--- src/rtl/sd_init_seq_pkg.sv ---
`default_nettype none
// ============================================================================
// Module      : sd_init_seq_pkg
// Description : Shared constants and types for the SD-card SPI-mode init
//               sequencer. Holds the command indices, the R1 response codes,
//               the 3-bit step encoding reported on err_step, and the
//               sequencer state type.
//               Also intended for SDdriver status decode.
// Options     : SD_INIT_SEQ_CMD16_EN - adds the CMD16 state.
// Revision    : 1.0 - initial release
// ============================================================================
package sd_init_seq_pkg;

  // Command indices driven on sd_cmd
  localparam logic [6:0] CMD0  = 7'd0;
  localparam logic [6:0] CMD8  = 7'd8;
  localparam logic [6:0] CMD16 = 7'd16;
  localparam logic [6:0] CMD55 = 7'd55;
  localparam logic [6:0] CMD41 = 7'd41;

  // R1 response codes
  localparam logic [6:0] R1_IDLE    = 7'h01;
  localparam logic [6:0] R1_READY   = 7'h00;
  localparam logic [6:0] R1_ILLEGAL = 7'h05;

  // Step encoding reported on err_step
  typedef enum logic [2:0] {
    STEP_NONE  = 3'd0,
    STEP_CMD0  = 3'd1,
    STEP_CMD8  = 3'd2,
    STEP_CMD55 = 3'd3,
    STEP_CMD41 = 3'd4,
    STEP_CMD16 = 3'd5
  } step_e;

  // Sequencer states
  typedef enum logic [3:0] {
    S_IDLE    = 4'd0,
    S_POWERUP = 4'd1,
    S_CMD0    = 4'd2,
    S_CMD8    = 4'd3,
    S_CMD55   = 4'd4,
    S_CMD41   = 4'd5,
`ifdef SD_INIT_SEQ_CMD16_EN
    S_CMD16   = 4'd6,
`endif
    S_DONE    = 4'd7,
    S_ERR     = 4'd8
  } state_e;

  // Command index issued by a command state
  function automatic logic [6:0] cmd_index(input state_e s);
    logic [6:0] idx;
    idx = CMD0;
    case (s)
      S_CMD8:  idx = CMD8;
      S_CMD55: idx = CMD55;
      S_CMD41: idx = CMD41;
`ifdef SD_INIT_SEQ_CMD16_EN
      S_CMD16: idx = CMD16;
`endif
      default: idx = CMD0;
    endcase
    return idx;
  endfunction

  // Step code reported when a state fails
  function automatic step_e step_of(input state_e s);
    step_e st;
    st = STEP_NONE;
    case (s)
      S_CMD0:  st = STEP_CMD0;
      S_CMD8:  st = STEP_CMD8;
      S_CMD55: st = STEP_CMD55;
      S_CMD41: st = STEP_CMD41;
`ifdef SD_INIT_SEQ_CMD16_EN
      S_CMD16: st = STEP_CMD16;
`endif
      default: st = STEP_NONE;
    endcase
    return st;
  endfunction

  // True for states that run the ISSUE/WAIT handshake
  function automatic logic is_cmd_state(input state_e s);
    logic r;
    r = 1'b0;
    case (s)
      S_CMD0, S_CMD8, S_CMD55, S_CMD41: r = 1'b1;
`ifdef SD_INIT_SEQ_CMD16_EN
      S_CMD16: r = 1'b1;
`endif
      default: r = 1'b0;
    endcase
    return r;
  endfunction

endpackage
`default_nettype wire

--- src/rtl/sd_init_seq_if.sv ---
`default_nettype none
// ============================================================================
// Module      : sd_init_seq_if
// Description : Command bus between the init sequencer and SDctrl.
//   sd_cmd          7  command index
//   sd_en           1  one-cycle command issue pulse
//   sd_en_clk       1  SCK enable
//   sd_div_clk      8  SCK divider
//   sd_cs           1  chip select, 1 = deselected
//   sd_rdy          1  SDctrl ready
//   sd_valid_status 1  one-cycle pulse, sd_resp_status valid
//   sd_resp_status  7  R1 response bits [6:0]
//   master = sequencer side, slave = SDctrl side.
// Revision    : 1.0 - initial release
// ============================================================================
interface sd_init_seq_if;
  logic [6:0] sd_cmd;
  logic       sd_en;
  logic       sd_en_clk;
  logic [7:0] sd_div_clk;
  logic       sd_cs;
  logic       sd_rdy;
  logic       sd_valid_status;
  logic [6:0] sd_resp_status;

  modport master (
    output sd_cmd, sd_en, sd_en_clk, sd_div_clk, sd_cs,
    input  sd_rdy, sd_valid_status, sd_resp_status
  );

  modport slave (
    input  sd_cmd, sd_en, sd_en_clk, sd_div_clk, sd_cs,
    output sd_rdy, sd_valid_status, sd_resp_status
  );
endinterface
`default_nettype wire

--- src/rtl/sd_init_seq_cmd_issue.sv ---
`default_nettype none
// ============================================================================
// Module      : sd_cmd_issue
// Description : ISSUE/WAIT handshake shared by every command state.
//               In ISSUE, the first cycle with rdy=1 while active fires a
//               one-cycle en pulse and enters WAIT. In WAIT, a valid pulse
//               or a timeout returns to ISSUE.
//   clk, rst_n    clock, asynchronous active-low reset
//   active        sequencer is in a command state
//   rdy           SDctrl ready
//   valid         response valid pulse
//   en            registered command issue pulse
//   resp_fire     valid seen while waiting (comb)
//   timeout_fire  timeout expiry while waiting, no response (comb)
// Revision    : 1.0 - initial release
// ============================================================================
module sd_cmd_issue #(
  parameter int TIMEOUT_CYCLES = 65535
) (
  input  wire  clk,
  input  wire  rst_n,
  input  wire  active,
  input  wire  rdy,
  input  wire  valid,
  output logic en,
  output logic resp_fire,
  output logic timeout_fire
);

  localparam int TW = $clog2(TIMEOUT_CYCLES + 1);

  logic          r_waiting;
  logic [TW-1:0] r_tmo_cnt;

  assign resp_fire = r_waiting & valid;
  // Counter is 0 in the cycle en is high, so it reads TIMEOUT_CYCLES-1 at
  // the edge that lands exactly TIMEOUT_CYCLES cycles after the pulse.
  // A coincident response takes priority.
  assign timeout_fire = r_waiting & ~valid &
                        (r_tmo_cnt == TW'(TIMEOUT_CYCLES - 1));

  always_ff @(posedge clk or negedge rst_n) begin
    if (!rst_n) begin
      r_waiting <= 1'b0;
      r_tmo_cnt <= '0;
      en        <= 1'b0;
    end else begin
      en <= 1'b0;
      if (!r_waiting) begin
        if (active && rdy) begin
          en        <= 1'b1;
          r_waiting <= 1'b1;
          r_tmo_cnt <= '0;
        end
      end else if (resp_fire || timeout_fire) begin
        r_waiting <= 1'b0;
      end else begin
        r_tmo_cnt <= r_tmo_cnt + 1'b1;
      end
    end
  end

endmodule
`default_nettype wire

--- src/rtl/sd_init_seq.sv ---
`default_nettype none
// ============================================================================
// Module      : sd_init_seq
// Description : SD-card SPI-mode init sequencer. Powers up SCK with CS high,
//               then runs CMD0, CMD8, CMD55/ACMD41 (and optionally CMD16)
//               through SDctrl and switches SCK to the fast divider.
//   clk       system clock
//   rst_n     asynchronous active-low reset
//   start     one-cycle pulse, accepted in IDLE, DONE or ERR
//   bus       SDctrl command bus (sd_init_seq_if.master)
//   done      card initialised
//   err       initialisation failed
//   err_step  failing step (valid while err=1)
//   v1_card   CMD8 answered illegal-command
// Options     : SD_INIT_SEQ_CMD16_EN - issue CMD16 after ACMD41 success;
//               undefined, ACMD41 success goes straight to DONE.
// Revision    : 1.0 - initial release
// ============================================================================
module sd_init_seq #(
  parameter int         POWERUP_CYCLES = 33280,
  parameter logic [7:0] DIV_SLOW       = 8'hD0,
  parameter logic [7:0] DIV_FAST       = 8'h02,
  parameter int         RETRY_MAX      = 255,
  parameter int         TIMEOUT_CYCLES = 65535
) (
  input  wire            clk,
  input  wire            rst_n,
  input  wire            start,
  sd_init_seq_if.master  bus,
  output logic           done,
  output logic           err,
  output logic [2:0]     err_step,
  output logic           v1_card
);

  import sd_init_seq_pkg::*;

  localparam int PW = $clog2(POWERUP_CYCLES + 1);

  state_e        r_state;
  logic [PW-1:0] r_pwr_cnt;
  logic [7:0]    r_retry;
  logic [6:0]    r_cmd;
  logic          r_en_clk;
  logic [7:0]    r_div;
  logic          r_cs;
  logic          r_done;
  logic          r_err;
  logic [2:0]    r_err_step;
  logic          r_v1;

  logic   w_active;
  logic   w_en;
  logic   w_resp;
  logic   w_timeout;
  logic   w_retry_full;
  state_e w_next;
  logic   w_fail;
  logic   w_retry_inc;
  logic   w_retry_clr;
  logic   w_v1_load;
  logic   w_v1_val;
  logic [6:0] w_status;

  assign w_active     = is_cmd_state(r_state);
  assign w_status     = bus.sd_resp_status;
  assign w_retry_full = (r_retry == 8'(RETRY_MAX));

  sd_cmd_issue #(
    .TIMEOUT_CYCLES (TIMEOUT_CYCLES)
  ) u_issue (
    .clk          (clk),
    .rst_n        (rst_n),
    .active       (w_active),
    .rdy          (bus.sd_rdy),
    .valid        (bus.sd_valid_status),
    .en           (w_en),
    .resp_fire    (w_resp),
    .timeout_fire (w_timeout)
  );

  // Response decode: where a sampled R1 leads from the current step
  always_comb begin
    w_next      = r_state;
    w_fail      = 1'b0;
    w_retry_inc = 1'b0;
    w_retry_clr = 1'b0;
    w_v1_load   = 1'b0;
    w_v1_val    = 1'b0;
    if (w_resp) begin
      case (r_state)
        S_CMD0: begin
          if (w_status == R1_IDLE) begin
            w_next = S_CMD8;
          end else if (w_retry_full) begin
            w_fail = 1'b1;
          end else begin
            w_next      = S_CMD0;
            w_retry_inc = 1'b1;
          end
        end
        S_CMD8: begin
          if (w_status == R1_IDLE || w_status == R1_ILLEGAL) begin
            w_next      = S_CMD55;
            w_retry_clr = 1'b1;
            w_v1_load   = 1'b1;
            w_v1_val    = (w_status == R1_ILLEGAL);
          end else begin
            w_fail = 1'b1;
          end
        end
        S_CMD55: begin
          if (w_status == R1_IDLE || w_status == R1_READY) w_next = S_CMD41;
          else                                              w_fail = 1'b1;
        end
        S_CMD41: begin
          if (w_status == R1_READY) begin
`ifdef SD_INIT_SEQ_CMD16_EN
            w_next = S_CMD16;
`else
            w_next = S_DONE;
`endif
          end else if (w_status == R1_IDLE) begin
            if (w_retry_full) begin
              w_fail = 1'b1;
            end else begin
              w_next      = S_CMD55;
              w_retry_inc = 1'b1;
            end
          end else begin
            w_fail = 1'b1;
          end
        end
`ifdef SD_INIT_SEQ_CMD16_EN
        S_CMD16: begin
          if (w_status == R1_READY) w_next = S_DONE;
          else                      w_fail = 1'b1;
        end
`endif
        default: ;
      endcase
    end else if (w_timeout) begin
      w_fail = 1'b1;
    end
  end

  always_ff @(posedge clk or negedge rst_n) begin
    if (!rst_n) begin
      r_state    <= S_IDLE;
      r_pwr_cnt  <= '0;
      r_retry    <= '0;
      r_cmd      <= CMD0;
      r_en_clk   <= 1'b0;
      r_div      <= DIV_SLOW;
      r_cs       <= 1'b1;
      r_done     <= 1'b0;
      r_err      <= 1'b0;
      r_err_step <= STEP_NONE;
      r_v1       <= 1'b0;
    end else begin
      case (r_state)
        S_IDLE, S_DONE, S_ERR: begin
          if (start) begin
            r_state    <= S_POWERUP;
            // POWERUP lasts count+1 cycles, hence the -1
            r_pwr_cnt  <= PW'(POWERUP_CYCLES - 1);
            r_en_clk   <= 1'b1;
            r_div      <= DIV_SLOW;
            r_cs       <= 1'b1;
            r_done     <= 1'b0;
            r_err      <= 1'b0;
            r_err_step <= STEP_NONE;
            r_v1       <= 1'b0;
          end
        end
        S_POWERUP: begin
          if (r_pwr_cnt == '0) begin
            r_state <= S_CMD0;
            r_cmd   <= CMD0;
            r_cs    <= 1'b0;
            r_retry <= '0;
          end else begin
            r_pwr_cnt <= r_pwr_cnt - 1'b1;
          end
        end
        default: begin
          if (w_fail) begin
            r_state    <= S_ERR;
            r_err      <= 1'b1;
            r_err_step <= step_of(r_state);
            r_cs       <= 1'b1;
            r_en_clk   <= 1'b0;
          end else if (w_resp) begin
            r_state <= w_next;
            if (w_next == S_DONE) begin
              r_done <= 1'b1;
              r_div  <= DIV_FAST;
              r_cs   <= 1'b0;
            end else begin
              r_cmd <= cmd_index(w_next);
            end
            if (w_retry_clr)      r_retry <= '0;
            else if (w_retry_inc) r_retry <= r_retry + 8'd1;
            if (w_v1_load)        r_v1    <= w_v1_val;
          end
        end
      endcase
    end
  end

  assign bus.sd_cmd     = r_cmd;
  assign bus.sd_en      = w_en;
  assign bus.sd_en_clk  = r_en_clk;
  assign bus.sd_div_clk = r_div;
  assign bus.sd_cs      = r_cs;
  assign done           = r_done;
  assign err            = r_err;
  assign err_step       = r_err_step;
  assign v1_card        = r_v1;

endmodule
`default_nettype wire
--- src/flat_wrapper.sv ---
// flat-port wrapper written by rule: the top's interface ports become plain ports
module sd_init_seq_flat import sd_init_seq_pkg::*;
#(
  parameter int         POWERUP_CYCLES = 33280,
  parameter logic [7:0] DIV_SLOW       = 8'hD0,
  parameter logic [7:0] DIV_FAST       = 8'h02,
  parameter int         RETRY_MAX      = 255,
  parameter int         TIMEOUT_CYCLES = 65535
)
  (clk, rst_n, start, done, err, err_step, v1_card, bus_sd_cmd, bus_sd_en, bus_sd_en_clk, bus_sd_div_clk, bus_sd_cs, bus_sd_rdy, bus_sd_valid_status, bus_sd_resp_status);
  sd_init_seq_if bus_i ();
  input  wire clk;
  input  wire rst_n;
  input  wire start;
  output logic done;
  output logic err;
  output logic [2:0] err_step;
  output logic v1_card;
  output wire logic [$bits(bus_i.sd_cmd)-1:0] bus_sd_cmd;
  output wire logic [$bits(bus_i.sd_en)-1:0] bus_sd_en;
  output wire logic [$bits(bus_i.sd_en_clk)-1:0] bus_sd_en_clk;
  output wire logic [$bits(bus_i.sd_div_clk)-1:0] bus_sd_div_clk;
  output wire logic [$bits(bus_i.sd_cs)-1:0] bus_sd_cs;
  input wire logic [$bits(bus_i.sd_rdy)-1:0] bus_sd_rdy;
  input wire logic [$bits(bus_i.sd_valid_status)-1:0] bus_sd_valid_status;
  input wire logic [$bits(bus_i.sd_resp_status)-1:0] bus_sd_resp_status;
  assign bus_sd_cmd = bus_i.sd_cmd;
  assign bus_sd_en = bus_i.sd_en;
  assign bus_sd_en_clk = bus_i.sd_en_clk;
  assign bus_sd_div_clk = bus_i.sd_div_clk;
  assign bus_sd_cs = bus_i.sd_cs;
  assign bus_i.sd_rdy = bus_sd_rdy;
  assign bus_i.sd_valid_status = bus_sd_valid_status;
  assign bus_i.sd_resp_status = bus_sd_resp_status;
  sd_init_seq #(.POWERUP_CYCLES(POWERUP_CYCLES), .DIV_SLOW(DIV_SLOW), .DIV_FAST(DIV_FAST), .RETRY_MAX(RETRY_MAX), .TIMEOUT_CYCLES(TIMEOUT_CYCLES)) u_core (.clk(clk), .rst_n(rst_n), .start(start), .bus(bus_i), .done(done), .err(err), .err_step(err_step), .v1_card(v1_card));
endmodule
--- config.mk ---
export PLATFORM = sky130hd
export DESIGN_NAME = sd_init_seq_flat
export DESIGN_NICKNAME = d
export VERILOG_FILES = /design/src/rtl/sd_init_seq_pkg.sv /design/src/rtl/sd_init_seq_if.sv /design/src/rtl/sd_init_seq_cmd_issue.sv /design/src/rtl/sd_init_seq.sv /design/src/flat_wrapper.sv
export SDC_FILE = /design/constraint.sdc
export NUM_CORES = 1
export LEC_CHECK = 0
export ABC_AREA = 1
export CAP_MARGIN = 20
export CORE_UTILIZATION = 55
export DETAILED_ROUTE_END_ITERATION = 12
export GPL_ROUTABILITY_DRIVEN = 1
export PLACE_DENSITY_LB_ADDON = 0.12
export RECOVER_POWER = 100
export SYNTH_ARGS = -nofsm -noshare
export SYNTH_HDL_FRONTEND = slang
export SYNTH_SLANG_ARGS = --single-unit
--- constraint.sdc ---
create_clock -name clk -period 3.7 [get_ports clk]
set_input_delay 0.925 -clock clk [delete_from_list [all_inputs] [get_ports clk]]
set_output_delay 0.925 -clock clk [all_outputs]
set_load 0.01 [all_outputs]
# After elaboration in Yosys (flattened, before gate mapping)
# Index checks and enable logic that the tools add are counted.
op_classes:
  add_sub_neg: 3
  eq_ne: 22
  n_mux: 85
  bitwise_logic: 6
  n_reduce_logical: 28
ops:
  columns: ["op", "n"]
  rows:
  - ["$mux 16", 5]
  - ["$mux 8", 9]
  - ["$mux 4", 12]
  - ["$mux 1", 37]
  - ["$pmux 16 s2", 1]
  - ["$pmux 8 s2", 2]
  - ["$mux 7", 4]
  - ["$eq 4x3->1 const B", 6]
  - ["$reduce_and 5->1", 4]
  - ["$pmux 6 s3", 1]
  - ["$add 16x1->16 const B", 1]
  - ["$eq 16x16->1 const B", 1]
  - ["$logic_not 16->1", 1]
  - ["$pmux 4 s4", 1]
  - ["$sub 16x1->16 const B", 1]
  - ["$pmux 7 s2", 1]
  - ["$reduce_bool 2->1", 7]
  - ["$eq 4x2->1 const B", 3]
  - ["$ne 2x2->1 const B", 6]
  - ["$pmux 1 s2", 6]
  - ["$pmux 3 s4", 1]
  - ["$reduce_and 3->1", 3]
  - ["$add 8x1->8 const B", 1]
  - ["$eq 8x8->1 const B", 1]
  - ["21 further kinds", 29]
totals:
  regBits: 69
  out_inout_bits: 24
  wordCells: 158

# Logic depth before layout (Yosys ltp)
# Gate-level depths: netlist (run 1).
depth:
  word_depth: 12
  depth_mapped: 16
  depth_no_buf: 16

# Cells and area by module
# Synthesis (run 1) repeated with hierarchy kept, for this count alone.
unflattened:
  hier_cells: 525
  area_unflattened_um2: 3819.9
by_module_without_submodules:
  columns: ["module", "n_inst", "cells_per_inst", "area_per_inst_um2"]
  rows:
  - ["sd_init_seq", 1, 354, 2592.5]
  - ["sd_cmd_issue", 1, 171, 1227.4]

# Least setup slack after synthesis (run 1)
# Ideal clock, no wire load.
synth_path:
  path_type: "input port to flip-flop"
  startpoint: "in bus_sd_resp_status[4]"
  endpoint: "reg u_core.r_cmd[4] (netlist: u_core.bus.sd_cmd[4])"
  arrival_time_ns: 2.145
  setup_slack_ns: 1.490
  stages: 15
  n_path_buf: 0
  cell_sequence: "inv_1 nand2_1 nor2_1 nand2_1 nand3_1 nand2_1 nor2_1 nand2_1 nand2_1 nor2_1 nand2_1 inv_1 nor2_1 nand2_1 nand2_1"
synth_via:
  elab_chain_cells: 11
  word_cells_on_any_way: 31
  cone_classes: "8 x eq/ne; 19 x mux; 4 x reduce/logical"
synth_lines:
  columns: ["item", "line", "rtl"]
  rows:
  - ["from (decl)", "flat_wrapper.sv:26", "input wire logic [$bits(bus_i.sd_resp_status)-1:0] bus_sd_resp_status;"]
  - ["$eq 7x1->1, or another cell as far along", null, null]
  - ["$mux 4, or another cell as far along", "sd_init_seq.sv:123", "end else if (w_status == R1_IDLE) begin"]
  - ["$mux 4 (on tied branches)", "sd_init_seq.sv:117, sd_init_seq.sv:103, sd_init_seq.sv:113", null]
  - ["$pmux 4 s4", "sd_init_seq.sv:91", "case (r_state)"]
  - ["$mux 4", "sd_init_seq.sv:90", "if (w_resp) begin"]
  - ["$eq 4x3->1 or $eq 4x2->1 (tied branches)", "sd_init_seq_pkg.sv:55", "case (s)"]
  - ["$pmux 6 s3", "sd_init_seq_pkg.sv:55", null]
  - ["$mux 7", "sd_init_seq.sv:195", "if (w_next == S_DONE) begin"]
  - ["$mux 7", "sd_init_seq.sv:193", "end else if (w_resp) begin"]
  - ["$mux 7", "sd_init_seq.sv:187", "if (w_fail) begin"]
  - ["$pmux 7 s2", "sd_init_seq.sv:161", "case (r_state)"]
  - ["to (signal assigned)", "sd_init_seq.sv:200", "r_cmd <= cmd_index(w_next);"]
  - ["to (decl)", "sd_init_seq.sv:43", "logic [6:0] r_cmd;"]
# Several ways; a longest one is shown, not always the timed one. The select of a mux whose other input is x is not followed.
# A chain may end at the register's enable or synchronous reset.

# Worst setup path after layout (run 1)
layout_path:
  startpoint: "in bus_sd_valid_status"
  endpoint: "reg u_core.u_issue.r_tmo_cnt[14]"
layout_via:
  elab_chain_cells: 6
  word_cells_on_any_way: 7
  cone_classes: "1 x eq/ne; 4 x bitwise; 2 x reduce/logical"
layout_lines:
  columns: ["item", "line", "rtl"]
  rows:
  - ["from (decl)", "flat_wrapper.sv:25", "input wire logic [$bits(bus_i.sd_valid_status)-1:0] bus_sd_valid_status;"]
  - ["$not 1->1", "sd_init_seq_cmd_issue.sv:39", "assign timeout_fire = r_waiting & ~valid &"]
  - ["$and 1x1->1 (2 in series)", "sd_init_seq_cmd_issue.sv:39", null]
  - ["$logic_or 1x1->1 *", "sd_init_seq_cmd_issue.sv:55", "end else if (resp_fire || timeout_fire) begin"]
  - ["$ne 2x2->1 (no line) *", null, null]
  - ["$reduce_and 2->1 (no line) *", null, null]
  - ["to (signal assigned)", "sd_init_seq_cmd_issue.sv:58", "r_tmo_cnt <= r_tmo_cnt + 1'b1;"]
  - ["to (decl)", "sd_init_seq_cmd_issue.sv:33", "logic [TW-1:0] r_tmo_cnt;"]
# Mark *: on every way between the ends. The rest lies on a longest branch, timed or not.

==> impl_metrics.env, run 1 <==
export IMPL_worstSetupPathType="in -> reg"
export IMPL_p_per_area_nw_per_um2=595.7
export IMPL_synth_cell_type_count=40
export IMPL_grt_pass1_vias=3052
export IMPL_drive_above_1_share_pct=6.427
export IMPL_start_util_pct=56.71
export IMPL_io_buffers=30
export IMPL_clock_path_buffers=2
export IMPL_intPower_mw=1.442
export IMPL_setup_violations=0
export IMPL_crit_required_ns=3.94
export IMPL_h_tree_depth=3
export IMPL_grt_max_degree=31
export IMPL_comb_power_share_pct=37.9
export IMPL_drc=0
export IMPL_period_minus_slack_ns=2.924
export IMPL_synthFlopType="dfrtp_1"
export IMPL_clkLatencyLatePin_ns=0.34
export IMPL_dp_hpwl_microns=5894
export IMPL_ys_ff_latch=58
export IMPL_ys_warn_count=0
export IMPL_yosysSeqAreaShare_pct=40.38
export IMPL_worstPathArrival_ns=3.16
export IMPL_pin_count=36
export IMPL_finalCritPeriodShare_pct=79.02
export IMPL_cts_hold_buf=0
export IMPL_hold_viol_final=0
export IMPL_die_x_microns=82.92
export IMPL_synth_edf_count=0
export IMPL_cts_buffers=9
export IMPL_post_drt_wl_per_cell_microns=12.99
export IMPL_dp_cells=590
export IMPL_grt_ovfl_total=0
export IMPL_drv_cap=1
export IMPL_skew_ns=0.008960
export IMPL_ir_drop_uv=374.9
export IMPL_drt_initial_drc_count=185
export IMPL_core_sq_um=6350
export IMPL_dp_slack_ns=0.7740
export IMPL_tightest_slew_ns=1.675
export IMPL_grt_pass1_wl_microns=13860
export IMPL_fp_row_count=29
export IMPL_path_max_fanout=19
export IMPL_synth_area_sq_um=3601
export IMPL_cts_root_buffer="clkbuf_8"
export IMPL_wl_microns=7869
export IMPL_yosysTopAreaCell="dfrtp_1"
export IMPL_post_cts_buffers=0
export IMPL_ant_nets=0
export IMPL_clock_sinks=58
export IMPL_syn_inst=492
export IMPL_viasPerCell=5.297
export IMPL_setup_tns_ns=0
export IMPL_antenna_found_initial=0
export IMPL_firstDrtPassIters=4
export IMPL_p_leak_nw=1.958
export IMPL_p_sw_share_pct=40.67
export IMPL_stdcell_count=606
export IMPL_switching_power_mw=0.9883
export IMPL_timing_fmax_mhz=342.0
export IMPL_reg2reg_setup_slack_ns=0.85
export IMPL_netlist_area_leader_share_pct=38.92
export IMPL_syn_avg_cell_area_sq_um=7.319
export IMPL_slew_violations=30
export IMPL_die_height_microns=82.92
export IMPL_cts_resized=0
export IMPL_power_frac_clock_pct=25.0
export IMPL_status="finished with violations"
export IMPL_synth_area_top_cells="dfrtp_1, nand2_1, nor2_1"
export IMPL_n_antenna_cell=0
export IMPL_final_setup_worst_slack_ns=0.7763
export IMPL_die_area_sq_um=6875
export IMPL_path_clk_slew_ns=0.07
export IMPL_gp_congestion=0.9388
export IMPL_slew_limit_headroom_pct=-11.69
export IMPL_cp_start_kind="input port"
export IMPL_vias=3210
export IMPL_holdWs_ns=0.4657
export IMPL_area_delta_synth_final_pct=13.27
export IMPL_power_frac_seq_pct=37.1
export IMPL_cts_tree="yes"
export IMPL_violations="max-capacitance violations, max-slew violations"
export IMPL_setup_worst_path_end_class="flip-flop"
export IMPL_min_path_type="reg -> reg"
export IMPL_async_reset_ff_share_pct=100.0
export IMPL_nets=540
export IMPL_rsz0062_at_grt="false"
export IMPL_globalRouteTotalUtil_pct=24.88
cells by family after synthesis:
| family | share of synthesized area (%) |
|---|---|
| buffers and inverters | 9.625 |
| xor gates and xnor gates | 4.135 |
| AOI/OAI and AO/OA | 11.47 |
| and+or+nand+nor | 32.91 |
| adders and majority gates | 1.390 |
| DFF | 40.38 |
| other | 0.1041 |
through the flow:
| step | power (mW) | utilization, % | instance area (sq um) |
|---|---|---|---|
| after floorplan | 1.619 | - | 3616 |
| after global placement | 1.882 | 61.66 | 3915 |
| after detailed placement | 1.901 | 61.66 | 3915 |
| after CTS | 2.513 | 64.89 | 4120 |
| after global routing | 2.613 | 64.24 | 4079 |
| final | 2.430 | 64.24 | 4079 |
final cells by class:
| type | count | area [sq um] |
|---|---|---|
| multi-input combinational | 362 | 1775 |
| clock inverter | 4 | 50.05 |
| tap | 77 | 96.34 |
| sequential | 58 | 1454 |
| clock buffer | 12 | 155.1 |
| timing repair buffer | 31 | 314.1 |
| inverter | 62 | 234.0 |
| fill | 542 | 2271 |
layout by cell type (no fill, tap or decap), types with 3 or more instances in the layout:
cell type and count:
ha_1 4, nand3_1 27, clkbuf_8 11, clkdlybuf4s50_1 7, inv_2 4, nor2_1 59, conb_1 5, xnor2_1 4
inv_1 56, a21oi_1 18, nor3_1 10, xor2_1 13, nor4_1 7, dfrtp_1 56, o21ai_0 21, nand2_1 148
o31ai_1 14, nand4_1 10, dlygate4sd3_1 22, nand2_2 3
sequential cells by signal, indices dropped and copies added, names as in the netlist:
register	flops
u_core.bus.sd_en_clk	1
u_core.r_pwr_cnt	16
u_core.bus.sd_cmd	3
u_core.u_issue.r_tmo_cnt	16
u_core.u_issue.en	1
u_core.v1_card	1
u_core.r_retry	8
u_core.err_step	3
u_core.r_state	4
u_core.err	1
u_core.bus.sd_div_clk	2
u_core.bus.sd_cs	1
u_core.u_issue.r_waiting	1
metal layers:
metal  global-route usage (%)  part of all wire (%)  vias up
met5                        0                     0        -
met3                    3.877                   3.9       16
met1                    33.72                    49     1476
met2                    40.01                    45       69
li1                         -                     -     1649
met4                    10.03                   2.1        0
power groups by stage:
stage,sequential (mW),combinational [mW],clock (mW)
5_1_grt,0.925,1.04,0.643
6_report,0.902,0.920,0.607
2_1_floorplan,0.893,0.725,0
3_5_place_dp,0.915,0.986,0
4_1_cts,0.907,0.991,0.616
3_3_place_gp,0.914,0.968,0
critical path: stages:
cell	delay, ns
dlygate4sd3_1	0.58
inv_1	0.07
nand4_1	0.16
nand3_1	0.17
nand2_1	0.28
clkinvlp_2	0.57
o31ai_1	0.40
synth_stat cells, drive strengths merged, types with 10 or more instances:
master	count
nand2	151
nor2	61
inv	60
dfrtp	56
nand3	28
o21ai	22
a21oi	19
buf	14
o31ai	14
xor2	13
nor3	12
nand4	10
worst paths after layout:
check	to	cells past startpoint	start
worst max-delay path	u_core.u_issue.r_tmo_cnt[14]$_DFFE_PN0P_	7	bus_sd_valid_status
worst min-delay path	u_core.bus.sd_cs$_DFFE_PN1P_	2	u_core.bus.sd_cs$_DFFE_PN1P_
worst max register to register	u_core.r_pwr_cnt[14]$_DFFE_PN0P_	6	u_core.r_state[0]$_DFFE_PN0P_
worst min register to register	u_core.bus.sd_cs$_DFFE_PN1P_	2	u_core.bus.sd_cs$_DFFE_PN1P_
max in group asynchronous	u_core.r_pwr_cnt[8]$_DFFE_PN0P_	1	rst_n
min in group asynchronous	u_core.r_pwr_cnt[14]$_DFFE_PN0P_	1	rst_n
(Power assumes the default switching activity.)
==> run 2: changes to the inputs <==
--- a/config.mk
+++ b/config.mk
@@ -7,7 +7,7 @@
 export LEC_CHECK = 0
 export ABC_AREA = 1
 export CAP_MARGIN = 20
-export CORE_UTILIZATION = 55
+export CORE_UTILIZATION = 52
 export DETAILED_ROUTE_END_ITERATION = 12
 export GPL_ROUTABILITY_DRIVEN = 1
 export PLACE_DENSITY_LB_ADDON = 0.12
==> constraint.sdc (replaced) <==
create_clock -name clk -period 2.6 [get_ports clk]
set_input_delay 0.65 -clock clk [delete_from_list [all_inputs] [get_ports clk]]
set_output_delay 0.65 -clock clk [all_outputs]
set_load 0.01 [all_outputs]
==> run 2 against run 1 <==
  * The run now ends clean
  * Count of clock-buffer cells in the layout increased by 2
  * Utilization decreased by 1.8 points
  * Clock skew decreased by 0.0025 ns
  * Sequential cell count unchanged
  * Final area barely moved
  * Cell count rose by 0.33%
  * Global-route usage decreased by 1.3 points
  * Via count increased by 0.56%
  * Power up 42%
  * Register-to-register slack got worse by 0.58 ns
  * Critical endpoint is now u_core.r_pwr_cnt[10]$_DFFE_PN0P_
  * Largest power group unchanged
==> impl_metrics.env, run 2 (synthesis gave the netlist of run 1 again) <==
export IMPL_antenna_found_initial=0
export IMPL_layout_common_cells="nand2_1, nor2_1, inv_1, dfrtp_1, nand3_1"
export IMPL_core_sq_um=6531
export IMPL_area_delta_synth_final_pct=13.24
export IMPL_dp_slack_ns=-0.03464
export IMPL_clock_sinks=58
export IMPL_ir_drop_uv=364.7
export IMPL_cts_root_buffer="clkbuf_8"
export IMPL_slew_violations=0
export IMPL_setup_violations=0
export IMPL_place_area_sq_um=3930
export IMPL_grt_ovfl_total=0
export IMPL_vias=3228
export IMPL_wl_microns=7748
export IMPL_ant_nets=0
export IMPL_nets=542
export IMPL_min_path_type="in -> async"
export IMPL_clkLatencyLatePin_ns=0.33
export IMPL_crit_required_ns=2.87
export IMPL_power_total_mw=3.462
export IMPL_tightest_slew_ns=0.8940
export IMPL_setup_worst_path_end_class="flip-flop"
export IMPL_fp_row_count=29
export IMPL_gp_congestion=0.9156
export IMPL_die_x_microns=85.22
export IMPL_period_minus_slack_ns=2.329
export IMPL_worstPathArrival_ns=2.60
export IMPL_grt_pass1_wl_microns=13480
export IMPL_firstDrtPassIters=4
export IMPL_die_area_sq_um=7262
export IMPL_drive_above_1_share_pct=6.780
export IMPL_finish_instance_area_sq_um=4078
export IMPL_start_util_pct=55.13
export IMPL_drv_cap=0
export IMPL_io_buffers=30
export IMPL_finalCritPeriodShare_pct=89.59
export IMPL_path_clk_slew_ns=0.06
export IMPL_path_max_fanout=9
export IMPL_p_leak_nw=1.962
export IMPL_fin_util_pct=62.43
export IMPL_drt_initial_drc_count=153
export IMPL_cts_buffers=9
export IMPL_grt_max_degree=37
export IMPL_cts_hold_buf=0
export IMPL_viasPerCell=5.309
export IMPL_cp_start_kind="flip-flop"
export IMPL_status="complete, no violations"
export IMPL_dp_hpwl_microns=5909
export IMPL_cts_tree="yes"
export IMPL_h_tree_depth=3
export IMPL_slew_limit_headroom_pct=40.40
export IMPL_pin_count=36
export IMPL_globalRouteTotalUtil_pct=23.55
export IMPL_grt_pass1_vias=2919
export IMPL_worstSetupPathType="reg -> reg"
export IMPL_hold_viol_final=0
export IMPL_rsz0062_at_grt="false"
export IMPL_timing_fmax_mhz=429.3
export IMPL_final_common_cell="nand2_1"
export IMPL_cts_resized=0
export IMPL_r2r_start="u_core.r_state[1]$_DFFE_PN0P_"
export IMPL_die_height_microns=85.22
export IMPL_top_regs="u_core.r_pwr_cnt (16), u_core.u_issue.r_tmo_cnt (16), u_core.r_retry (8)"
export IMPL_drc=0
export IMPL_post_drt_wl_per_cell_microns=12.74
export IMPL_clock_path_buffers=2
export IMPL_post_cts_buffers=0
export IMPL_final_setup_worst_slack_ns=0.2708
export IMPL_skew_ns=0.006509
export IMPL_n_antenna_cell=0
export IMPL_p_per_area_nw_per_um2=848.9
export IMPL_cp_startpoint="u_core.r_state[1]$_DFFE_PN0P_"
==> run 2: critical path, stage by stage, from the launching register on <==
cell and delay [ns]:
dfrtp_1 0.56, inv_1 0.18, a31oi_2 0.57, nor2_4 0.08, a21oi_4 0.23, nand3_1 0.21, nor2_4 0.14, nand2_1 0.08
nand2_1 0.08, nand2_1 0.05, nor2_1 0.09
==> run 2: worst paths after layout <==
kind,to,slack (ns),cells after the start
worst max-delay path,u_core.r_pwr_cnt[10]$_DFFE_PN0P_,0.27,10
worst min-delay path,u_core.r_pwr_cnt[10]$_DFFE_PN0P_,0.42,1
worst max register to register,u_core.r_pwr_cnt[10]$_DFFE_PN0P_,0.27,10
worst min register to register,u_core.bus.sd_cs$_DFFE_PN1P_,0.46,2
max in group asynchronous,u_core.u_issue.r_tmo_cnt[3]$_DFFE_PN0P_,0.81,2
min in group clk,u_core.bus.sd_cs$_DFFE_PN1P_,0.46,2
==> run 2: per-stage QoR <==
step / instances / setup TNS (ns) / hold WS [ns]
final: 608 / 0 / 0.4168
after global routing: 608 / 0 / 0.4878
after CTS: 608 / 0 / 0.2384
after detailed placement: 592 / -0.07697 / 0.4579
after global placement: 592 / 0 / 0.4509
after floorplan: 496 / 0 / 0.3544
==> run 2: routing by layer <==
metal / up-vias / track usage, % / part of all wire, %
met5: - / 0 / 0
met4: 0 / 7.550 / 1.1
met3: 6 / 5.837 / 5.2
met2: 85 / 36.66 / 46
met1: 1484 / 32.39 / 48
li1: 1653 / - / -
==> run 2: area by class of cell <==
cell class / instances / area [sq um]
Clock buffer: 14 / 162.7
Clock inverter: 2 / 35.03
Fill cell: 588 / 2454
Inverter: 62 / 232.7
Multi-Input combinational cell: 362 / 1787
Sequential cell: 58 / 1454
Tap cell: 77 / 96.34
Timing Repair Buffer: 33 / 310.3
==> run 2: where the power goes <==
group / switching (mW) / leakage, nW / internal, mW
clock: 0.348 / 0.101 / 0.495
sequential: 0.181 / 0.747 / 1.11
combinational: 0.871 / 1.11 / 0.458
==> run 3: changes to the inputs <==
--- a/config.mk
+++ b/config.mk
@@ -6,6 +6,7 @@
 export NUM_CORES = 1
 export LEC_CHECK = 0
 export ABC_AREA = 1
+export ABC_CLOCK_PERIOD_IN_PS = 2600
 export CAP_MARGIN = 20
 export CORE_UTILIZATION = 52
 export DETAILED_ROUTE_END_ITERATION = 12
==> results of run 3 <==
Final layout, timing and power as in run 2 (identical DEF).
